--- config.mk ---
export PLATFORM = sky130hd
export DESIGN_NAME = immediate_pack
export DESIGN_NICKNAME = d
export VERILOG_FILES = /design/src/rtl/immediate_pack.sv
export SDC_FILE = /design/constraint.sdc
export NUM_CORES = 1
export LEC_CHECK = 0
export ABC_AREA = 1
export CAP_MARGIN = 5
export CORE_MARGIN = 2
export CORE_UTILIZATION = 53
export DETAILED_ROUTE_END_ITERATION = 8
export PLACE_DENSITY_LB_ADDON = 0.15
export SYNTH_ARGS = -nofsm -noshare
export SYNTH_HDL_FRONTEND = slang
export SYNTH_SLANG_ARGS = --single-unit
export TNS_END_PERCENT = 20
--- constraint.sdc ---
create_clock -name clk -period 3.7 [get_ports clk]
set_input_delay 0.74 -clock clk [delete_from_list [all_inputs] [get_ports clk]]
set_output_delay 0.74 -clock clk [all_outputs]
set_load 0.03 [all_outputs]
--- src/rtl/immediate_pack.sv ---
// Packs an immediate into the I/S/B/U/J slots of a pre-filled instruction word, flagging
// unrepresentable immediates; two-stage valid/ready pipe. Optional counter: IMMEDIATE_PACK_ERR_CNT_EN.
module immediate_pack #(
    parameter int unsigned ERR_CNT_W = 16
) (
    input  logic                 clk,
    input  logic                 rstn,
    input  logic                 in_valid,
    output logic                 in_ready,
    input  logic [2:0]           in_fmt,
    input  logic [31:0]          in_base,
    input  logic [31:0]          in_imm,
    output logic                 out_valid,
    input  logic                 out_ready,
    output logic [31:0]          out_instr,
    output logic                 out_err,
    output logic [1:0]           out_err_code,
    output logic [ERR_CNT_W-1:0] err_cnt
);

    localparam logic [2:0] FmtI = 3'd0;
    localparam logic [2:0] FmtS = 3'd1;
    localparam logic [2:0] FmtB = 3'd2;
    localparam logic [2:0] FmtU = 3'd3;
    localparam logic [2:0] FmtJ = 3'd4;

    localparam logic [1:0] ErrOk    = 2'd0;
    localparam logic [1:0] ErrRange = 2'd1;
    localparam logic [1:0] ErrAlign = 2'd2;
    localparam logic [1:0] ErrFmt   = 2'd3;

    logic        s1_valid_q;
    logic [2:0]  s1_fmt_q;
    logic [31:0] s1_base_q;
    logic [31:0] s1_imm_q;
    logic [1:0]  s1_code_q;
    logic        s1_ready;

    logic        s2_valid_q;
    logic [31:0] s2_instr_q;
    logic [1:0]  s2_code_q;
    logic        s2_ready;

    logic [1:0]  code_d;
    logic [31:0] packed_d;
    logic        rng_is;
    logic        rng_b;
    logic        rng_j;

    assign s2_ready = !s2_valid_q || out_ready;
    assign s1_ready = !s1_valid_q || s2_ready;
    assign in_ready = s1_ready;

    // Out of range when the sign-extension bits above the slot are not all equal.
    assign rng_is = !((&in_imm[31:11]) || !(|in_imm[31:11]));
    assign rng_b  = !((&in_imm[31:12]) || !(|in_imm[31:12]));
    assign rng_j  = !((&in_imm[31:20]) || !(|in_imm[31:20]));

    always_comb begin
        code_d = ErrOk;
        case (in_fmt)
            FmtI, FmtS: code_d = rng_is ? ErrRange : ErrOk;
            FmtB:       code_d = in_imm[0] ? ErrAlign : (rng_b ? ErrRange : ErrOk);
            FmtJ:       code_d = in_imm[0] ? ErrAlign : (rng_j ? ErrRange : ErrOk);
            FmtU:       code_d = (|in_imm[11:0]) ? ErrRange : ErrOk;
            default:    code_d = ErrFmt;
        endcase
    end

    always_ff @(posedge clk or negedge rstn) begin
        if (!rstn) begin
            s1_valid_q <= 1'b0;
            s1_fmt_q   <= '0;
            s1_base_q  <= '0;
            s1_imm_q   <= '0;
            s1_code_q  <= '0;
        end else if (s1_ready) begin
            s1_valid_q <= in_valid;
            if (in_valid) begin
                s1_fmt_q  <= in_fmt;
                s1_base_q <= in_base;
                s1_imm_q  <= in_imm;
                s1_code_q <= code_d;
            end
        end
    end

    // Errored words still pack their truncated slots; bad formats pass the base through.
    always_comb begin
        packed_d = s1_base_q;
        case (s1_fmt_q)
            FmtI: packed_d[31:20] = s1_imm_q[11:0];
            FmtS: begin
                packed_d[31:25] = s1_imm_q[11:5];
                packed_d[11:7]  = s1_imm_q[4:0];
            end
            FmtB: begin
                packed_d[31]    = s1_imm_q[12];
                packed_d[30:25] = s1_imm_q[10:5];
                packed_d[11:8]  = s1_imm_q[4:1];
                packed_d[7]     = s1_imm_q[11];
            end
            FmtU: packed_d[31:12] = s1_imm_q[31:12];
            FmtJ: begin
                packed_d[31]    = s1_imm_q[20];
                packed_d[30:21] = s1_imm_q[10:1];
                packed_d[20]    = s1_imm_q[11];
                packed_d[19:12] = s1_imm_q[19:12];
            end
            default: ;
        endcase
    end

    always_ff @(posedge clk or negedge rstn) begin
        if (!rstn) begin
            s2_valid_q <= 1'b0;
            s2_instr_q <= '0;
            s2_code_q  <= '0;
        end else if (s2_ready) begin
            s2_valid_q <= s1_valid_q;
            if (s1_valid_q) begin
                s2_instr_q <= packed_d;
                s2_code_q  <= s1_code_q;
            end
        end
    end

    assign out_valid    = s2_valid_q;
    assign out_instr    = s2_instr_q;
    assign out_err_code = s2_code_q;
    assign out_err      = |s2_code_q;

`ifdef IMMEDIATE_PACK_ERR_CNT_EN
    logic [ERR_CNT_W-1:0] err_cnt_q;

    always_ff @(posedge clk or negedge rstn) begin
        if (!rstn) begin
            err_cnt_q <= '0;
        end else if (out_valid && out_ready && out_err && !(&err_cnt_q)) begin
            err_cnt_q <= err_cnt_q + 1'b1;
        end
    end

    assign err_cnt = err_cnt_q;
`else
    assign err_cnt = '0;
`endif

endmodule

After elaboration in Yosys (flattened, before gate mapping)
Cells that the tools add are included.
Widths: inputs -> output; s select.

word-level totals
  register bits after elaboration = 105

cells by class
  equal/unequal tests = 8
  mux-type cells = 11
  reductions and logical operators = 25

operators with widths
  cell                count
  $pmux 7 s4          1
  $reduce_or 12->1    2
  $reduce_and 21->1   1
  $reduce_or 21->1    1
  $reduce_and 20->1   1
  $reduce_or 20->1    1
  $pmux 5 s3          1
  $eq 3x2->1 const B  4
  $reduce_and 12->1   1
  $pmux 5 s2          1
  $mux 8              1
  $pmux 2 s4          1
  $reduce_or 2->1     4
  $eq 3x1->1 const B  2
  $eq 3x3->1 const B  2
  $logic_not 3->1     2
  $logic_not 1->1     5
  $logic_or 1x1->1    5
  $mux 1              4
  $mux 2              2
  $reduce_and 2->1    2

Logic depth before layout (Yosys ltp)
  depth in word-level cells = 6
  depth in mapped cells = 10
  depth with buffers taken out = 10

Least setup slack after synthesis
Ideal clock, no wire load.

  path type = input to register
  from = input port out_ready
  to = register s1_base_q[0]
  buffers on the path = 2
  stages on the path = 8
  required time = 3.584 ns
  arrival time = 1.639 ns
  setup slack = 1.944 ns
  library setup time = 0.116 ns
  path through = inv_2 nand3_2 nand2_2 inv_2 buf_2 buf_2 nand2_1 nand2_1

between the ends
  cells in the longest elaborated chain, start to end = 3

ends and longest elaborated chain
  item                        line  RTL
  start, declared             14    input logic out_ready,
  $logic_or 1x1->1            50    assign s2_ready = !s2_valid_q || out_ready;
  $logic_or 1x1->1            51    assign s1_ready = !s1_valid_q || s2_ready;
  via in_ready                9     output logic in_ready,
  $reduce_and 2->1 (no line)  -
  end signal, assigned        81    s1_base_q <= in_base;
  end, declared               34    logic [31:0] s1_base_q;

The timed path passes the listed nets, and every way through them passes these cells.
A chain may end at the register's enable or synchronous reset.

Worst setup path in the final report
  from = input port out_ready
  to = output port in_ready

between the ends
  cells in the longest elaborated chain, start to end = 2

ends and longest elaborated chain
  item              line
  $logic_or 1x1->1  50
  $logic_or 1x1->1  51
  end, declared     9

No other way between the ends.

==> flow_metrics.env <==
export IMPL_synth_edf_count=0
export IMPL_synth_largest_area_cell="dfrtp_1"
export IMPL_endpoint_kind="output port"
export IMPL_criticalPathCategory="in -> out"
export IMPL_finalSetupViolCount=0
export IMPL_cts_sinks=105
export IMPL_die_area_um2=9700
export IMPL_synth_area_leaders="dfrtp_1 (56%), nand2_1 (21%), nor2_1 (4.4%)"
export IMPL_syn_cell_area_um2=4730
export IMPL_clock_skew_ns=0.0111
export IMPL_wl_per_cell_um=13.9
export IMPL_drc=0
export IMPL_vias=4069
export IMPL_finalNetCount=763
export IMPL_cts_buffers=9
export IMPL_clk_latency_ns=0.37
export IMPL_root_buffer="clkbuf_8"
export IMPL_syn_inst=590
export IMPL_mostFrequentLayoutCell="nand2_1"
export IMPL_cts_tree="built"
export IMPL_synth_ff_type="dfrtp_1"
export IMPL_syn_area_per_cell_um2=8.02
export IMPL_max_cap_violations=0
export IMPL_hpwl_um=8000
export IMPL_io_pins=124
export IMPL_grt_util_all_layers_pct=24.3
export IMPL_cp_data_required_time_ns=2.96
export IMPL_routed_wl_um=11200
export IMPL_cp_start_kind="input pin"
export IMPL_ys_seq_area_share_pct=55.6
export IMPL_grt_antenna_before_repair=0
export IMPL_vdd_ir_drop_max_mv=0.335
export IMPL_num_rows=34
export IMPL_finalWorstSetupSlack_ns=0.910
export IMPL_tns_ns=0
export IMPL_status="complete, no violations"
export IMPL_start_util_pct=54.5
export IMPL_coreArea_um2=8680
export IMPL_synthArstFlopShare_pct=100
export IMPL_vias_per_cell=5.06
export IMPL_cts_resized=0
export IMPL_diodes=0
export IMPL_grt_max_degree=72
export IMPL_place_area_um2=5830
export IMPL_final_hold_viol_count=0
export IMPL_register_area_um2=2630
export IMPL_cts_clk_slew_worst_paths_ns=0.10
export IMPL_dr_pass1_iters=8
export IMPL_drt_iter0_markers=177
export IMPL_rsz0062_at_grt="no"
export IMPL_worst_pin_slew_ns=0.699
export IMPL_gp_congestion=0.945
export IMPL_drive_gt1_share_pct=5.89
export IMPL_grt_overflow_total=0
export IMPL_mostFrequentLayoutCells="nand2_1 (269), clkdlybuf4s50_1 (106), dfrtp_1 (105)"
export IMPL_leakage_nw=2.94
export IMPL_postCtsSetupBuffers=0
export IMPL_timing_fmax_mhz=358
export IMPL_synth_top_area_share_pct=55.6
export IMPL_multi_input_comb_area_um2=1840
export IMPL_cp_max_fo=5
export IMPL_period_share_pct=75.4
export IMPL_synth_distinct_cells=29
export IMPL_arrival_ns=2.05
export IMPL_dpl_worst_slack_ns=0.915
export IMPL_grt_pass1_wl_um=19000
export IMPL_whs_ns=0.341
export IMPL_slew_viol_final=0
export IMPL_power_density_nw_per_um2=577
export IMPL_io_buffers=107
export IMPL_dieHeight_um=98.5
export IMPL_ctsHoldBuffers=0
export IMPL_min_period_ns=2.79
export IMPL_htreeDepth=3
export IMPL_final_area_um2=6030
export IMPL_synth_seq_cells=105
export IMPL_ant_nets=0
export IMPL_r2r_slack_ns=2.09
export IMPL_hp_class="in -> async"
export IMPL_grt_pass1_vias=3944
export IMPL_fillers=762
export IMPL_cts_buffer_depth=2
export IMPL_ys_warn_count=0
export IMPL_die_w_um=98.5
export IMPL_max_slew_margin_rel_pct=53.4
export IMPL_area_growth_pct=27.5
path summary, 6_finish.rpt:
check / cells past startpoint / to / startpoint
worst max-delay path: 4 / in_ready / out_ready
worst min-delay path: 1 / out_instr[8]$_DFFE_PN0P_ / rstn
worst max register to register: 6 / s1_imm_q[11]$_DFFE_PN0P_ / s1_valid_q$_DFFE_PN0N_
worst min register to register: 2 / out_instr[5]$_DFFE_PN0P_ / s1_base_q[5]$_DFFE_PN0P_
max in group asynchronous: 2 / s1_imm_q[0]$_DFFE_PN0P_ / rstn
min in group clk: 2 / out_instr[5]$_DFFE_PN0P_ / s1_base_q[5]$_DFFE_PN0P_
metal layers:
| layer | vias to the layer above | track usage (%) | share of wire, % |
|---|---|---|---|
| li1 | 2022 | - | - |
| met5 | - | 0 | 0 |
| met4 | 0 | 7.59 | 2.0 |
| met2 | 125 | 40.7 | 49 |
| met3 | 19 | 3.19 | 4.7 |
| met1 | 1903 | 33.4 | 44 |
cells by family after synthesis:
kind of cell,share of synthesized area (%)
other,0.0793
buffers and inverters,6.77
DFF,55.6
AOI/OAI and AO/OA,8.76
and+or+nand+nor,28.8
Yosys cell counts, drive strengths merged, types with 2 or more instances:
library cell and count:
clkbuf 6, nand4 4, a31oi 7, o21ai 48
nand3 6, o21a 5, nand2 275, buf 31
a22oi 6, inv 27, a21oi 5, nor3 2
nor2 58, dfrtp 105
per-stage QoR:
| step | cells | total power, mW | utilization, % |
|---|---|---|---|
| 6_report | 804 | 3.48 | 69.5 |
| 5_1_grt | 804 | 3.67 | 69.5 |
| 4_1_cts | 804 | 3.50 | 69.5 |
| 3_5_place_dp | 789 | 2.77 | 67.2 |
| 3_3_place_gp | 789 | 2.75 | 67.2 |
| 2_1_floorplan | 605 | 2.25 | - |
final cells by class:
type | count | area share, %
clock inverter | 6 | 1.29
timing repair buffer | 113 | 18.7
inverter | 27 | 1.68
multi-input combinational | 436 | 30.5
tap | 108 | 2.24
clock buffer | 9 | 2.05
sequential | 105 | 43.6
where the power goes:
part | switching [mW] | internal [mW]
registers | 0.151 | 1.39
clock network | 0.411 | 0.321
logic | 0.723 | 0.477
worst max-delay path, cell delays in order:
cell             delay (ns)
clkdlybuf4s50_1        0.48
inv_2                  0.04
nand3_2                0.10
clkdlybuf4s50_1        0.68
state kept, by name (all words and copies together), names as in the netlist:
| signal | flops |
|---|---|
| s1_code_q | 2 |
| out_instr | 32 |
| out_valid | 1 |
| out_err_code | 2 |
| s1_base_q | 32 |
| s1_fmt_q | 3 |
| s1_valid_q | 1 |
| s1_imm_q | 32 |
Note: power is estimated with default switching activity, not from simulation.
